**config.mk**
```make
export PLATFORM = sky130hd
export DESIGN_NAME = or1200_dslot_monitor
export DESIGN_NICKNAME = d
export VERILOG_FILES = /design/src/rtl/or1200_mon_pkg.sv /design/src/rtl/or1200_mon_errlog.sv /design/src/rtl/or1200_dslot_monitor.sv
export SDC_FILE = /design/constraint.sdc
export NUM_CORES = 1
export LEC_CHECK = 0
export CAP_MARGIN = 30
export CORE_UTILIZATION = 54
export CTS_CLUSTER_SIZE = 40
export DETAILED_ROUTE_END_ITERATION = 12
export PLACE_DENSITY_LB_ADDON = 0.25
export SYNTH_ARGS = -nofsm -noshare
export SYNTH_HDL_FRONTEND = slang
export SYNTH_HIERARCHICAL = 1
export SYNTH_SLANG_ARGS = --single-unit
```
**constraint.sdc**
```tcl
create_clock -name clk -period 3.9 [get_ports clk]
set_input_delay 0.78 -clock clk [delete_from_list [all_inputs] [get_ports clk]]
set_output_delay 0.78 -clock clk [all_outputs]
set_load 0.1 [all_outputs]
```
**src/rtl/or1200_mon_pkg.sv**
```systemverilog
// Shared definitions for the OR1200 pipeline-control monitors: check indices,
// the shadow pipeline entry and a lowest-set-bit helper for failure capture.
package or1200_mon_pkg;

    localparam int CHK_FREEZE    = 0;
    localparam int CHK_BR_IN_DS  = 1;
    localparam int CHK_DS_TMO    = 2;
    localparam int CHK_ORPHAN_DS = 3;
    localparam int NCHK          = 4;

    typedef struct packed {
        logic v;
        logic br;
        logic ds;
    } shadow_t;

    // Lowest set index wins when several checks fire together.
    function automatic logic [1:0] first_set(input logic [NCHK-1:0] bits);
        logic [1:0] idx;
        idx = 2'd0;
        for (int i = NCHK - 1; i >= 0; i--) begin
            if (bits[i]) begin
                idx = 2'(i);
            end else begin
                idx = idx;
            end
        end
        return idx;
    endfunction

endpackage

```
**src/rtl/or1200_mon_errlog.sv**
```systemverilog
// Generic error logger: sticky flags, saturating event counter, first-failure
// capture and interrupt; a violation in the same cycle as clr survives the clear.
import or1200_mon_pkg::*;

module or1200_mon_errlog #(
    parameter int CNT_W  = 16,
    parameter int TS_W   = 32,
    parameter int IRQ_EN = 1
) (
    input  logic              clk,
    input  logic              rst,
    input  logic              clr,
    input  logic [NCHK-1:0]   viol,
    input  logic [TS_W-1:0]   ts,
    output logic [NCHK-1:0]   err_sticky,
    output logic              err_any,
    output logic [CNT_W-1:0]  err_cnt,
    output logic [1:0]        first_id,
    output logic [TS_W-1:0]   first_ts,
    output logic              irq
);

    logic              ev_s;
    logic              cap_s;
    logic [NCHK-1:0]   sticky_nxt_s;
    logic [CNT_W-1:0]  cnt_nxt_s;
    logic [1:0]        id_nxt_s;
    logic [TS_W-1:0]   ts_nxt_s;

    // Next error state; clr zeroes history before the current cycle's violations apply.
    always_comb begin
        ev_s  = |viol;
        cap_s = ev_s & (clr | ~err_any);
        if (clr) begin
            sticky_nxt_s = viol;
            cnt_nxt_s    = ev_s ? CNT_W'(1) : {CNT_W{1'b0}};
        end else begin
            sticky_nxt_s = err_sticky | viol;
            cnt_nxt_s    = (ev_s && (err_cnt != {CNT_W{1'b1}})) ? err_cnt + CNT_W'(1) : err_cnt;
        end
        if (cap_s) begin
            id_nxt_s = first_set(viol);
            ts_nxt_s = ts;
        end else if (clr) begin
            id_nxt_s = 2'd0;
            ts_nxt_s = {TS_W{1'b0}};
        end else begin
            id_nxt_s = first_id;
            ts_nxt_s = first_ts;
        end
    end

    // Error state registers.
    always_ff @(posedge clk or negedge rst) begin
        if (!rst) begin
            err_sticky <= {NCHK{1'b0}};
            err_any    <= 1'b0;
            err_cnt    <= {CNT_W{1'b0}};
            first_id   <= 2'd0;
            first_ts   <= {TS_W{1'b0}};
            irq        <= 1'b0;
        end else begin
            err_sticky <= sticky_nxt_s;
            err_any    <= |sticky_nxt_s;
            err_cnt    <= cnt_nxt_s;
            first_id   <= id_nxt_s;
            first_ts   <= ts_nxt_s;
            irq        <= (IRQ_EN != 0) & (|sticky_nxt_s);
        end
    end

endmodule

```
**src/rtl/or1200_dslot_monitor.sv**
```systemverilog
// Run-time checker for OR1200 freeze/flush and delay-slot rules, tracking a
// shadow copy of the ID..WB valid/branch/delay-slot bits.
import or1200_mon_pkg::*;

module or1200_dslot_monitor #(
    parameter int STAGES    = 3,
    parameter int CNT_W     = 16,
    parameter int TS_W      = 32,
    parameter int DSLOT_TMO = 8,
    parameter int IRQ_EN    = 1
) (
    input  logic              clk,
    input  logic              rst,
    input  logic [STAGES-1:0] freeze,
    input  logic [STAGES-1:0] flush,
    input  logic              id_valid,
    input  logic              id_branch,
    input  logic [NCHK-1:0]   chk_en,
    input  logic              clr,
    output logic [NCHK-1:0]   err_sticky,
    output logic              err_any,
    output logic [CNT_W-1:0]  err_cnt,
    output logic [1:0]        first_id,
    output logic [TS_W-1:0]   first_ts,
    output logic              irq
);

    // Enough room to count one past the largest timeout so the check fires once.
    localparam int TMO_W = 9;

    shadow_t           sh_r     [STAGES];
    shadow_t           sh_nxt_s [STAGES];
    logic              pend_ds_r;
    logic              pend_nxt_s;
    logic [TMO_W-1:0]  tmo_r;
    logic [TMO_W-1:0]  tmo_nxt_s;
    logic [TS_W-1:0]   ts_r;
    logic              load0_s;
    logic              restart_s;
    logic              c0_s, c1_s, c2_s, c3_s;
    logic [NCHK-1:0]   viol_s;

    // Shadow pipeline, pending delay slot and timeout next-state.
    always_comb begin
        load0_s   = ~freeze[0] & ~flush[0];
        restart_s = load0_s & (id_valid | id_branch);
        if (flush[0]) begin
            sh_nxt_s[0] = 3'b000;
        end else if (!freeze[0]) begin
            sh_nxt_s[0] = {id_valid, id_branch, pend_ds_r & id_valid};
        end else begin
            sh_nxt_s[0] = sh_r[0];
        end
        for (int s = 1; s < STAGES; s++) begin
            if (flush[s]) begin
                sh_nxt_s[s] = 3'b000;
            end else if (freeze[s]) begin
                sh_nxt_s[s] = sh_r[s];
            end else if (freeze[s-1]) begin
                sh_nxt_s[s] = 3'b000;
            end else begin
                sh_nxt_s[s] = sh_r[s-1];
            end
        end
        if (flush[0]) begin
            pend_nxt_s = 1'b0;
        end else if (load0_s & id_branch) begin
            pend_nxt_s = 1'b1;
        end else if (load0_s & id_valid) begin
            pend_nxt_s = 1'b0;
        end else begin
            pend_nxt_s = pend_ds_r;
        end
        if (!pend_ds_r || restart_s) begin
            tmo_nxt_s = {TMO_W{1'b0}};
        end else if (tmo_r <= TMO_W'(DSLOT_TMO)) begin
            tmo_nxt_s = tmo_r + TMO_W'(1);
        end else begin
            tmo_nxt_s = tmo_r;
        end
    end

    // Invariant checks on the current inputs and shadow state.
    always_comb begin
        c0_s = 1'b0;
        for (int s = 1; s < STAGES; s++) begin
            c0_s = c0_s | (freeze[s] & ~freeze[s-1]);
        end
        c1_s = load0_s & id_valid & id_branch & pend_ds_r;
        c2_s = pend_ds_r & (tmo_r == TMO_W'(DSLOT_TMO));
        c3_s = 1'b0;
        for (int s = 0; s < STAGES - 1; s++) begin
            c3_s = c3_s | (flush[s] & sh_r[s+1].v & sh_r[s+1].br & ~flush[s+1]);
        end
        viol_s = chk_en & {c3_s, c2_s, c1_s, c0_s};
    end

    // Shadow pipeline, timeout and timestamp registers.
    always_ff @(posedge clk or negedge rst) begin
        if (!rst) begin
            for (int s = 0; s < STAGES; s++) begin
                sh_r[s] <= 3'b000;
            end
            pend_ds_r <= 1'b0;
            tmo_r     <= {TMO_W{1'b0}};
            ts_r      <= {TS_W{1'b0}};
        end else begin
            for (int s = 0; s < STAGES; s++) begin
                sh_r[s] <= sh_nxt_s[s];
            end
            pend_ds_r <= pend_nxt_s;
            tmo_r     <= tmo_nxt_s;
            ts_r      <= ts_r + TS_W'(1);
        end
    end

    or1200_mon_errlog #(
        .CNT_W  (CNT_W),
        .TS_W   (TS_W),
        .IRQ_EN (IRQ_EN)
    ) u_errlog (
        .clk        (clk),
        .rst        (rst),
        .clr        (clr),
        .viol       (viol_s),
        .ts         (ts_r),
        .err_sticky (err_sticky),
        .err_any    (err_any),
        .err_cnt    (err_cnt),
        .first_id   (first_id),
        .first_ts   (first_ts),
        .irq        (irq)
    );

endmodule

```
### After elaboration in Yosys (flattened, before gate mapping)

Cells that the tools add are included.

| word-level totals | value |
|---|---|
| register bits after elaboration | 105 |
| logic and storage cells | 88 |

| cells by class | value |
|---|---|
| $add $sub $neg | 3 |
| $lt $le $gt $ge | 1 |
| eq/ne operators | 5 |
| mux-type cells | 25 |
| bitwise operators | 29 |
| reduce and logical (&&, ||, !) cells | 9 |

Operator list:

| operator | count |
|---|---|
| $mux 32 | 2 |
| $add 32x1->32 const B | 1 |
| $mux 16 | 2 |
| $mux 3 | 8 |
| $mux 9 | 2 |
| $and 1x1->1 | 17 |
| $add 16x1->16 const B | 1 |
| $ne 16x16->1 const B | 1 |
| $mux 2 | 6 |
| $add 9x1->9 const B | 1 |
| $eq 9x4->1 const B | 1 |
| $le 9x4->1 const B | 1 |
| $reduce_or 4->1 | 2 |
| $ne 2x1->1 const B | 3 |
| $not 1->1 | 6 |
| $reduce_bool 2->1 | 3 |
| $and 4x4->4 | 1 |
| $mux 1 | 4 |
| $mux 4 | 1 |
| $or 1x1->1 | 4 |
| $or 4x4->4 | 1 |
| $reduce_bool 3->1 | 1 |
| $logic_and 1x1->1 | 1 |
| $logic_not 1->1 | 1 |
| $logic_or 1x1->1 | 1 |

### Depth between registers and ports, before layout

Gate-level depths: netlist of run 1.

| logic depth | value |
|---|---|
| depth in word-level cells | 11 |
| mapped depth | 9 |

### Modules after synthesis

The synthesis of run 1 kept the hierarchy.

Modules (own cells, without submodules):

| module | times used | cells each | area each (µm²) | sequential area each (µm²) |
|---|---|---|---|---|
| or1200_mon_errlog | 1 | 264 | 2541.2 | 1376.3 |
| or1200_dslot_monitor | 1 | 198 | 2227.1 | 1201.2 |

### Worst setup path after synthesis of run 1

OpenSTA, ideal clock, no wires.

| timing | value |
|---|---|
| path kind | input -> register |
| start point | in freeze[0] |
| end point | reg u_errlog.err_cnt[14] |
| setup time | 0.078 ns |
| arrival | 2.774 ns |
| data required time | 3.822 ns |
| path slack | 1.048 ns |
| stages | 6 |
| path buffers | 1 |
| path through | clkbuf_1 nor4_1 nor4_1 or4_4 or4_1 a21oi_1 |

| on the way | value |
|---|---|
| cells in the longest elaborated chain, start to end | 9 |
| elaborated cells on any way between the ends | 11 |
| those cells by class | 8 x bitwise; 3 x reduce/logical |

RTL lines:

| what | line | text |
|---|---|---|
| start, declared | or1200_dslot_monitor.sv:14 | `input logic [STAGES-1:0] freeze,` |
| $not 1->1 | or1200_dslot_monitor.sv:45 | `load0_s = ~freeze[0] & ~flush[0];` |
| $and 1x1->1 | or1200_dslot_monitor.sv:45 |  |
| $and 1x1->1 (3 in a row) | or1200_dslot_monitor.sv:89 | `c1_s = load0_s & id_valid & id_branch & pend_ds_r;` |
| $and 4x4->4 | or1200_dslot_monitor.sv:95 | `viol_s = chk_en & {c3_s, c2_s, c1_s, c0_s};` |
| named net viol_s[1] | or1200_dslot_monitor.sv:41 | `logic [NCHK-1:0] viol_s;` |
| $reduce_or 4->1 | or1200_mon_errlog.sv:32 | `ev_s = \|viol;` |
| $logic_and 1x1->1 | or1200_mon_errlog.sv:39 | `cnt_nxt_s = (ev_s && (err_cnt != {CNT_W{1'b1}})) ? err_cnt + CNT_W'(1) : err_cnt;` |
| $reduce_bool 2->1 (no line) | - |  |
| end signal, assigned | or1200_mon_errlog.sv:58 | `err_cnt <= {CNT_W{1'b0}};` |
| end signal, assigned | or1200_mon_errlog.sv:65 | `err_cnt <= cnt_nxt_s;` |
| end, declared | or1200_mon_errlog.sv:17 | `output logic [CNT_W-1:0] err_cnt,` |

The timed path passes the listed nets, and every way through them passes these cells.
A chain may end at the register's enable or synchronous reset.

### Final worst setup path of run 1

| timing | value |
|---|---|
| start point | reg tmo_r[5] |
| end point | reg u_errlog.err_cnt[8] |

| on the way | value |
|---|---|
| cells in the longest elaborated chain, start to end | 6 |

RTL lines:

| what | line | text |
|---|---|---|
| start, declared | or1200_dslot_monitor.sv:35 | `logic [TMO_W-1:0] tmo_r;` |
| start signal, assigned | or1200_dslot_monitor.sv:105 | `tmo_r <= {TMO_W{1'b0}};` |
| start signal, assigned | or1200_dslot_monitor.sv:112 | `tmo_r <= tmo_nxt_s;` |
| $eq 9x4->1 | or1200_dslot_monitor.sv:90 | `c2_s = pend_ds_r & (tmo_r == TMO_W'(DSLOT_TMO));` |
| $and 1x1->1 | or1200_dslot_monitor.sv:90 |  |
| $and 4x4->4 | or1200_dslot_monitor.sv:95 |  |
| named net viol_s[2] | or1200_dslot_monitor.sv:41 |  |
| $reduce_or 4->1 | or1200_mon_errlog.sv:32 |  |
| $logic_and 1x1->1 | or1200_mon_errlog.sv:39 |  |
| $reduce_bool 2->1 (no line) | - |  |

The timed path passes the listed nets, and every way through them passes these cells.

==> results_dict.tcl, run 1 <==
set metrics [dict create \
    track_usage_pct 23.8 \
    finalHoldViolations 0 \
    path_class "reg2reg" \
    vias_per_cell 5.89 \
    wl_mm 10.2 \
    fp.dieW_um 96.0 \
    cp_max_fo 12 \
    status "finished clean" \
    post_cts_buffers 0 \
    synth_cell_type_count 54 \
    placed_cells 626 \
    grt_max_degree 45 \
    min_path_type "in2async" \
    rows 33 \
    register_area_um2 2580 \
    crit_chain "or4_4 -> nor4_1 -> buf_4 -> or4_1 -> nand2_1 -> or4_2 -> a21oi_1" \
    min_period_over_period_pct 76.0 \
    gp_congestion 0.781 \
    antenna_found_initial 0 \
    critPathSlowestCell "or4_2" \
    p_leak_uw 0.00271 \
    cts-resized-gates 0 \
    grt_pass1_wl_mm 16.8 \
    holdBufCountCts 0 \
    cts_sinks 103 \
    num-fill-cells 627 \
    max_cap_violations 0 \
    dieArea_um2 9210 \
    end_kind "flop" \
    critPathMaxStageDelay_ns 0.70 \
    relSlewSlack_pct 33.2 \
    ant_nets 0 \
    initial_core_util_pct 56.9 \
    multi_input_area_um2 2070 \
    worstSetupStartpointType "flop" \
    synth_fp_nets 481 \
    wl_per_cell_um 15.9 \
    clk_pin_slew_ns 0.10 \
    htreeDepth 3 \
    insertedDiodeCount 0 \
    cts_root_buf "clkbuf_8" \
    finish.utilization_pct 69.2 \
    grt_pass1_vias 3591 \
    cts_tree "built" \
    layout_commonest_cell "dfrtp_1" \
    yosys_register_bits 103 \
    tightestPinTransition_ns 0.999 \
    rsz0062_at_grt "false" \
    fin_cells 642 \
    final_area_um2 5800 \
    ios 71 \
    ys_warn_count 6 \
    overflow 0 \
    cp.buffers_inverters 1 \
    die_y_um 96.0 \
    dp_hpwl_mm 6.95 \
    io_buffer_count 70 \
    first_pass_iters 4 \
    min_period_ns 2.96 \
    drv_slew 0 \
    required_ns 4.20 \
    clk_path_buf_depth 2 \
    ys_seq_area_share_pct 54.1 \
    synth_area_um2 4770 \
    fin_tns_setup_ns 0 \
    power.density_nw_per_um2 340 \
    max_freq_mhz 338 \
    arrival_ns 3.26 \
    place_area_um2 5600 \
    mostFrequentLayoutCells "dfrtp_1 (103), nand2_1 (87), clkdlybuf4s50_1 (67)" \
    avgSynthCellArea_um2 10.3 \
    clk_latency_ns 0.36 \
    drive_above_1_share_pct 8.94 \
    max-vdd-ir-drop_uv 215 \
    drt_iter0_drc 176 \
    vias 3781 \
    crit_family "simple AND/OR/NAND/NOR gates" \
    route.detailed.drc 0 \
    area_growth_pct 21.7 \
    cts_buffers 9 \
    fin_nets 551 \
    setup_viol 0 \
    finalClockSkew_ns 0.0111 \
    core_area_um2 8380 \
    syn_inst 462 \
]
## path summary, 6_finish.rpt
path	cells after the start	startpoint	end	slack [ns]
setup / recovery	7	tmo_r[5]	u_errlog/err_cnt[8]	0.94
hold / removal	1	rst	tmo_r[0]	0.36
setup reg to reg	7	tmo_r[5]	u_errlog/err_cnt[8]	0.94
hold reg to reg	1	ts_r[31]	ts_r[31]	0.48
max in group asynchronous	3	rst	tmo_r[4]	2.73
min in group clk	1	ts_r[31]	ts_r[31]	0.48
## where the power goes
| group | internal [uW] | switching, uW |
|---|---|---|
| combinational | 51.8 | 161 |
| clock | 280 | 384 |
| sequential | 1080 | 14.7 |
| total | 1410 | 559 |
## layout make-up
cell class              count  share of cell area [%]
clock buffers              11                    2.61
clock inverters             5                   0.841
inverters                   8                   0.517
multi-input cells         328                    35.6
flip-flops and latches    103                    44.4
well taps                 105                    2.26
repair buffers             82                    13.7
## per-stage QoR
step                hold WS [ns]  worst slack [ns]  total power, uW
floorplan                  0.441              1.05             1240
global route               0.384             0.738             2040
finish                     0.360             0.937             1970
global placement           0.460             0.715             1320
detailed placement         0.476             0.651             1330
CTS                        0.373             0.949             1990
## synthesized netlist by cell type (all sizes together)
cell type  instances  share of area (%)
a21bo              1               0.21
clkbuf            14                1.1
and2              10                1.3
inv                8               0.63
nor3               3               0.31
nor4              13                2.5
o21ai              3               0.31
xor2              16                2.9
o41ai              1               0.18
nand4b             1               0.18
a21oi             20                2.1
buf                9                1.0
xnor2             15                2.8
a32o               1               0.21
ha                 4                1.0
nor2              19                1.5
mux2               1               0.24
nand4              9                1.5
o31a               1               0.18
mux2i              3               0.63
nor3b              3               0.47
or4               13                2.2
nand3b             1               0.16
nand3             20                2.3
o31ai             10                1.6
o2bb2ai            1               0.18
o32ai              1               0.18
a311oi             2               0.37
o2111ai            1               0.18
and3              11                1.5
and4               4               0.73
a31oi              1               0.13
nand2             88                7.0
a22oi              3               0.47
a211oi             1               0.42
o211ai            34                5.4
nor2b              3               0.39
dfrtp            103                 54
or3                3               0.42
a41oi              1               0.18
a21o               4               0.63
nand2b             2               0.26
## metal layers
metal / wire length, um / track usage, % / up-vias / part of all wire (%)
met5: 0 / 0 / - / 0
met4: 143 / 6.34 / 0 / 1.4
li1: - / - / 1803 / -
met1: 4580 / 30.9 / 1864 / 45
met3: 546 / 5.06 / 12 / 5.4
met2: 4930 / 40.7 / 102 / 48
## worst reg2reg max path: stages, from the launching register on
cell and delay [ns]:
dfrtp_1 0.38, or4_4 0.57, nor4_1 0.42, buf_4 0.22
or4_1 0.20, nand2_1 0.24, or4_2 0.70, a21oi_1 0.17
## registers in the layout, indices dropped and copies added, names as in the netlist
signal               cells
pend_ds_r                1
sh_r                     6
tmo_r                    9
ts_r                    32
u_errlog/err_cnt        16
u_errlog/err_sticky      4
u_errlog/first_id        2
u_errlog/first_ts       32
u_errlog/irq             1
## logic make-up after synthesis
kind of cell	Yosys count	synth area share, %
compound gates	86	12.9
flops	103	54.1
fa+ha+maj	4	1.05
xor+xnor	31	5.69
buf+inv	31	2.76
mux	4	0.866
simple gates	203	22.7
(Power assumes the default switching activity.)
==> inputs of run 2 (changes only) <==
--- a/config.mk
+++ b/config.mk
@@ -6,7 +6,7 @@
 export NUM_CORES = 1
 export LEC_CHECK = 0
 export CAP_MARGIN = 30
-export CORE_UTILIZATION = 54
+export CORE_UTILIZATION = 49
 export CTS_CLUSTER_SIZE = 40
 export DETAILED_ROUTE_END_ITERATION = 12
 export PLACE_DENSITY_LB_ADDON = 0.25
==> constraint.sdc (replaced) <==
create_clock -name clk -period 2.45 [get_ports clk]
set_input_delay 0.49 -clock clk [delete_from_list [all_inputs] [get_ports clk]]
set_output_delay 0.49 -clock clk [all_outputs]
set_load 0.1 [all_outputs]
==> run 2 against run 1 <==
Net effect:
- the flow now finishes with violations (setup timing)
- clock power grew 58%
- hold slack lost 0.27 ns
- final area grew 2.5%
- first-iteration DRC count shrank 39%
- sequential power grew 60%
- die area grew 10%
- core utilization shrank 5.5 points
- critical path type unchanged
- largest cell class unchanged
==> results_dict.tcl, run 2 (synthesized netlist as in run 1, its figures left out) <==
set metrics [dict create \
    grt_pass1_vias 3791 \
    cts_tree "built" \
    dp_hpwl_mm 7.29 \
    min_period_ns 2.48 \
    drt_iter0_drc 108 \
    status "finished with violations" \
    cts_root_buf "clkbuf_8" \
    cts_buffers 9 \
    end_kind "flop" \
    worstSetupStartpointType "flop" \
    vias 3803 \
    arrival_ns 2.78 \
    min_period_over_period_pct 101 \
    rows 35 \
    tightestPinTransition_ns 0.666 \
    wl_mm 10.6 \
    clk_path_buf_depth 2 \
    min_path_type "in2async" \
    met1_usage_pct 29.2 \
    wl_per_cell_um 15.4 \
    finalClockSkew_ns 0.0142 \
    path_class "reg2reg" \
    gp_congestion 0.812 \
    reg2reg_depth 7 \
    drive_above_1_share_pct 23.7 \
    first_pass_iters 4 \
    dieArea_um2 10100 \
    overflow 0 \
    max_cap_violations 0 \
    grt.busiest_layer "met2" \
    layout_commonest_cell "dfrtp_1" \
    grt_max_degree 41 \
    max-vdd-ir-drop_uv 369 \
    required_ns 2.75 \
    insertedDiodeCount 0 \
    fp.dieW_um 101 \
    cts_sinks 103 \
    mostFrequentLayoutCells "dfrtp_1 (101), nand2_1 (86), buf_4 (86)" \
    relSlewSlack_pct 55.6 \
    power_uw 3160 \
    num-fill-cells 784 \
    initial_core_util_pct 51.1 \
    fin_ws_ns -0.0338 \
    setup_viol 2 \
    track_usage_pct 22.5 \
    clk_pin_slew_ns 0.10 \
    grt_use_met3_pct 4.79 \
    rsz0062_at_grt "true" \
    fin_nets 572 \
    io_buffer_count 70 \
    htreeDepth 3 \
    top_regs "ts_r x32, u_errlog/first_ts x32, u_errlog/err_cnt x16" \
    core_area_um2 9330 \
    ant_nets 0 \
    die_y_um 101 \
    finalHoldViolations 0 \
    route.detailed.drc 0 \
    antenna_found_initial 0 \
    p_leak_uw 0.00294 \
    ios 71 \
    holdBufCountCts 0 \
    power.density_nw_per_um2 532 \
    cp_max_fo 3 \
    timing.hold.ws_ns 0.0887 \
    area_growth_pct 24.7 \
    drv_slew 0 \
    max_freq_mhz 403 \
    clk_latency_ns 0.37 \
    violations "setup timing" \
    vias_per_cell 5.54 \
    grt_use_met2_pct 38.8 \
    grt_pass1_wl_mm 18.1 \
]
-- run 2: cell types whose count changed in the layout (fill, tap and decap cells not counted), moves of 3 or more --
cell / change
inv_6: +3
clkdlybuf4s50_1: -54
buf_12: +3
clkinv_4: -3
buf_4: +72
-- run 2: worst paths after layout --
check	from	to	slack [ns]
setup / recovery	tmo_r[7]	u_errlog/err_cnt[15]	-0.03
hold / removal	rst	u_errlog/first_ts[28]	0.09
setup reg to reg	tmo_r[7]	u_errlog/err_cnt[15]	-0.03
hold reg to reg	ts_r[31]	ts_r[31]	0.47
max in group asynchronous	rst	ts_r[7]	1.70
min in group clk	ts_r[31]	ts_r[31]	0.47
-- run 2: repair_timing --
item / CTS / global route
endpoints found under the setup margin: 6 / 47
cloned: 0 / 0
resized for setup: 6 / 0
pin swaps: 11 / 5
buffers inserted: 5 / 1
-- run 2: final cells by class --
type                            count  area [um2]  share of cell area [%]
Clock inverter                      6        61.3                    1.03
Multi-Input combinational cell    328        2120                    35.6
Inverter                            8        30.0                   0.505
Tap cell                          129         161                    2.71
Timing Repair Buffer              103         856                    14.4
Clock buffer                       10         138                    2.31
Sequential cell                   103        2580                    43.4
-- run 2: through the flow --
step	utilization (%)	instances	cell area, um2	TNS (ns)	setup WS [ns]
finish	63.7	687	5950	-0.0340	-0.0338
detailed placement	61.0	666	5690	-9.87	-0.350
floorplan	-	462	4800	-0.0129	-0.0129
CTS	63.7	687	5950	-0.777	-0.120
global route	63.7	687	5950	-0.266	-0.0812
global placement	61.0	666	5690	-8.20	-0.317
-- run 2: routing by layer --
metal  routed length [um]  vias to the layer above
li1                     -                     1839
met1                 4750                     1867
met2                 5270                       87
met3                  439                       10
met4                  110                        0
met5                    0                        -
-- run 2: power breakdown --
| part | internal [uW] | leakage, uW | switching, uW |
|---|---|---|---|
| Combinational | 105 | 0.00143 | 261 |
| Sequential | 1720 | 0.00141 | 26.1 |
| Clock | 425 | 0.0000986 | 627 |
| Total | 2250 | 0.00294 | 914 |
-- run 2: critical path, stage by stage, from the launching register on --
cell	delay [ns]
dfrtp_1	0.38
or4_4	0.56
nor4_4	0.21
buf_4	0.18
nor4_4	0.03
or4_4	0.43
or4_4	0.50
a21oi_2	0.13
==> inputs of run 3 (changes only) <==
--- a/config.mk
+++ b/config.mk
@@ -10,6 +10,7 @@
 export CTS_CLUSTER_SIZE = 40
 export DETAILED_ROUTE_END_ITERATION = 12
 export PLACE_DENSITY_LB_ADDON = 0.25
+export RECOVER_POWER = 25
 export SYNTH_ARGS = -nofsm -noshare
 export SYNTH_HDL_FRONTEND = slang
 export SYNTH_HIERARCHICAL = 1
==> run 3 against run 2 <==
Net effect:
- the flow still finishes with violations (setup timing)
- register-to-register slack about the same
- worst setup slack better by 0.0054 ns
- sequential share of layout area up 0.16 points
- combinational power down 1%
- core utilization down 0.23 points
- critical path depth unchanged
- global-route usage unchanged
==> results_dict.tcl, run 3 (synthesized netlist as in run 1, its figures left out) <==
set metrics [dict create \
    p_leak_uw 0.00293 \
    core_area_um2 9330 \
    fin_ws_ns -0.0284 \
    rsz0062_at_grt "true" \
    grt_pass1_wl_mm 18.1 \
    min_path_type "in2async" \
    end_kind "flop" \
    htreeDepth 3 \
    max_cap_violations 0 \
    max-vdd-ir-drop_uv 369 \
    io_buffer_count 70 \
    min_period_ns 2.48 \
    antenna_found_initial 0 \
    die_y_um 101 \
    relSlewSlack_pct 33.7 \
    required_ns 2.75 \
    area_growth_pct 24.2 \
    ant_nets 0 \
    gp_congestion 0.812 \
    regToRegEndpoint "u_errlog/err_cnt[15]" \
    vias_per_cell 5.54 \
    clk_pin_slew_ns 0.10 \
    r2r_start "tmo_r[7]" \
    ios 71 \
    fin_nets 572 \
    clk_path_buf_depth 2 \
    holdBufCountCts 0 \
    finish.utilization_pct 63.5 \
    vias 3808 \
    cts_buffers 9 \
    drt_iter0_drc 110 \
    overflow 0 \
    grt_pass1_vias 3791 \
    cp_max_fo 3 \
    finalClockSkew_ns 0.0147 \
    drive_above_1_share_pct 23.5 \
    num-fill-cells 789 \
    r2r_slack_ns -0.03 \
    wl_mm 10.6 \
    route.detailed.drc 0 \
    path_class "reg2reg" \
    cts_tree "built" \
    setup_viol 1 \
    dieArea_um2 10100 \
    grt_max_degree 41 \
    mostFrequentLayoutCells "dfrtp_1 (101), nand2_1 (86), buf_4 (84)" \
    drv_slew 0 \
    power.density_nw_per_um2 533 \
    insertedDiodeCount 0 \
    wl_per_cell_um 15.4 \
    dp_hpwl_mm 7.29 \
    register_area_um2 2580 \
    finalHoldViolations 0 \
    first_pass_iters 4 \
    track_usage_pct 22.5 \
    top_regs "ts_r x32, u_errlog/first_ts x32, u_errlog/err_cnt x16" \
    initial_core_util_pct 51.1 \
    max_freq_mhz 403 \
    min_period_over_period_pct 101 \
    reg2reg_depth 7 \
    multi_input_area_um2 2120 \
    layout_commonest_cell "dfrtp_1" \
    violations "setup timing" \
    fp.dieW_um 101 \
    dp_slack_ns -0.350 \
    tightestPinTransition_ns 0.995 \
    timing.hold.ws_ns 0.260 \
    rows 35 \
    status "finished with violations" \
    cts_sinks 103 \
    worstSetupStartpointType "flop" \
    clk_latency_ns 0.37 \
    cts_root_buf "clkbuf_8" \
    arrival_ns 2.77 \
]
## run 3: cell count changes in the layout (fill, tap and decap cells not counted), sizes merged
cell / previous run / this run
buf: 90 / 87
clkbuf: 10 / 13
## run 3: metrics by stage
| step | TNS (ns) | power (uW) | instance area [um2] | cells |
|---|---|---|---|---|
| finish | -0.0284 | 3160 | 5920 | 687 |
| global route | -0.266 | 3290 | 5920 | 687 |
| floorplan | -0.0129 | 1980 | 4800 | 462 |
| detailed placement | -9.87 | 2150 | 5690 | 666 |
| CTS | -0.777 | 3210 | 5950 | 687 |
| global placement | -8.20 | 2140 | 5690 | 666 |
## run 3: how the worst max path moves through the flow
stage | endpoint | slack (ns) | from | cells past startpoint
after detailed placement | u_errlog/err_cnt[15] | -0.35 | chk_en[2] | 7
after CTS | u_errlog/err_cnt[9] | -0.12 | tmo_r[5] | 8
after global placement | u_errlog/err_cnt[14] | -0.32 | chk_en[2] | 7
after global routing | u_errlog/err_cnt[15] | -0.08 | tmo_r[7] | 7
after floorplan | u_errlog/err_cnt[14] | -0.01 | tmo_r[8] | 6
final | u_errlog/err_cnt[15] | -0.03 | tmo_r[7] | 7
## run 3: cell type report
type | instances | share of cell area (%)
multi-input combinational | 328 | 35.8
clock inverter | 6 | 1.03
sequential | 103 | 43.5
inverter | 8 | 0.507
clock buffer | 10 | 2.32
tap | 129 | 2.72
timing repair buffer | 103 | 14.1
## run 3: what timing repair did
item,in CTS,in global routing
gates resized for setup,6,0
buffers inserted,5,1
setup endpoints to repair,6,47
pin swaps,11,5
hold endpoints to repair,0,0
## run 3: where the power goes
part | switching (uW) | internal (uW) | total [uW]
Combinational | 261 | 102 | 362
Sequential | 26.1 | 1720 | 1740
Clock | 626 | 425 | 1050
Total | 913 | 2240 | 3160
## run 3: worst max-delay path, stage by stage (launching register included)
cell and delay, ns:
dfrtp_1 0.38, or4_4 0.56, nor4_4 0.20, buf_4 0.17
nor4_4 0.03, or4_4 0.43, or4_4 0.50, a21oi_2 0.13
## run 3: metal layers
metal	track usage, %	vias up	routed length [um]	share of wire (%)
met1	29.2	1875	4770	45
li1	-	1838	-	-
met3	4.79	8	465	4.4
met4	5.57	0	95	0.90
met2	38.8	87	5250	50
met5	0	-	0	0
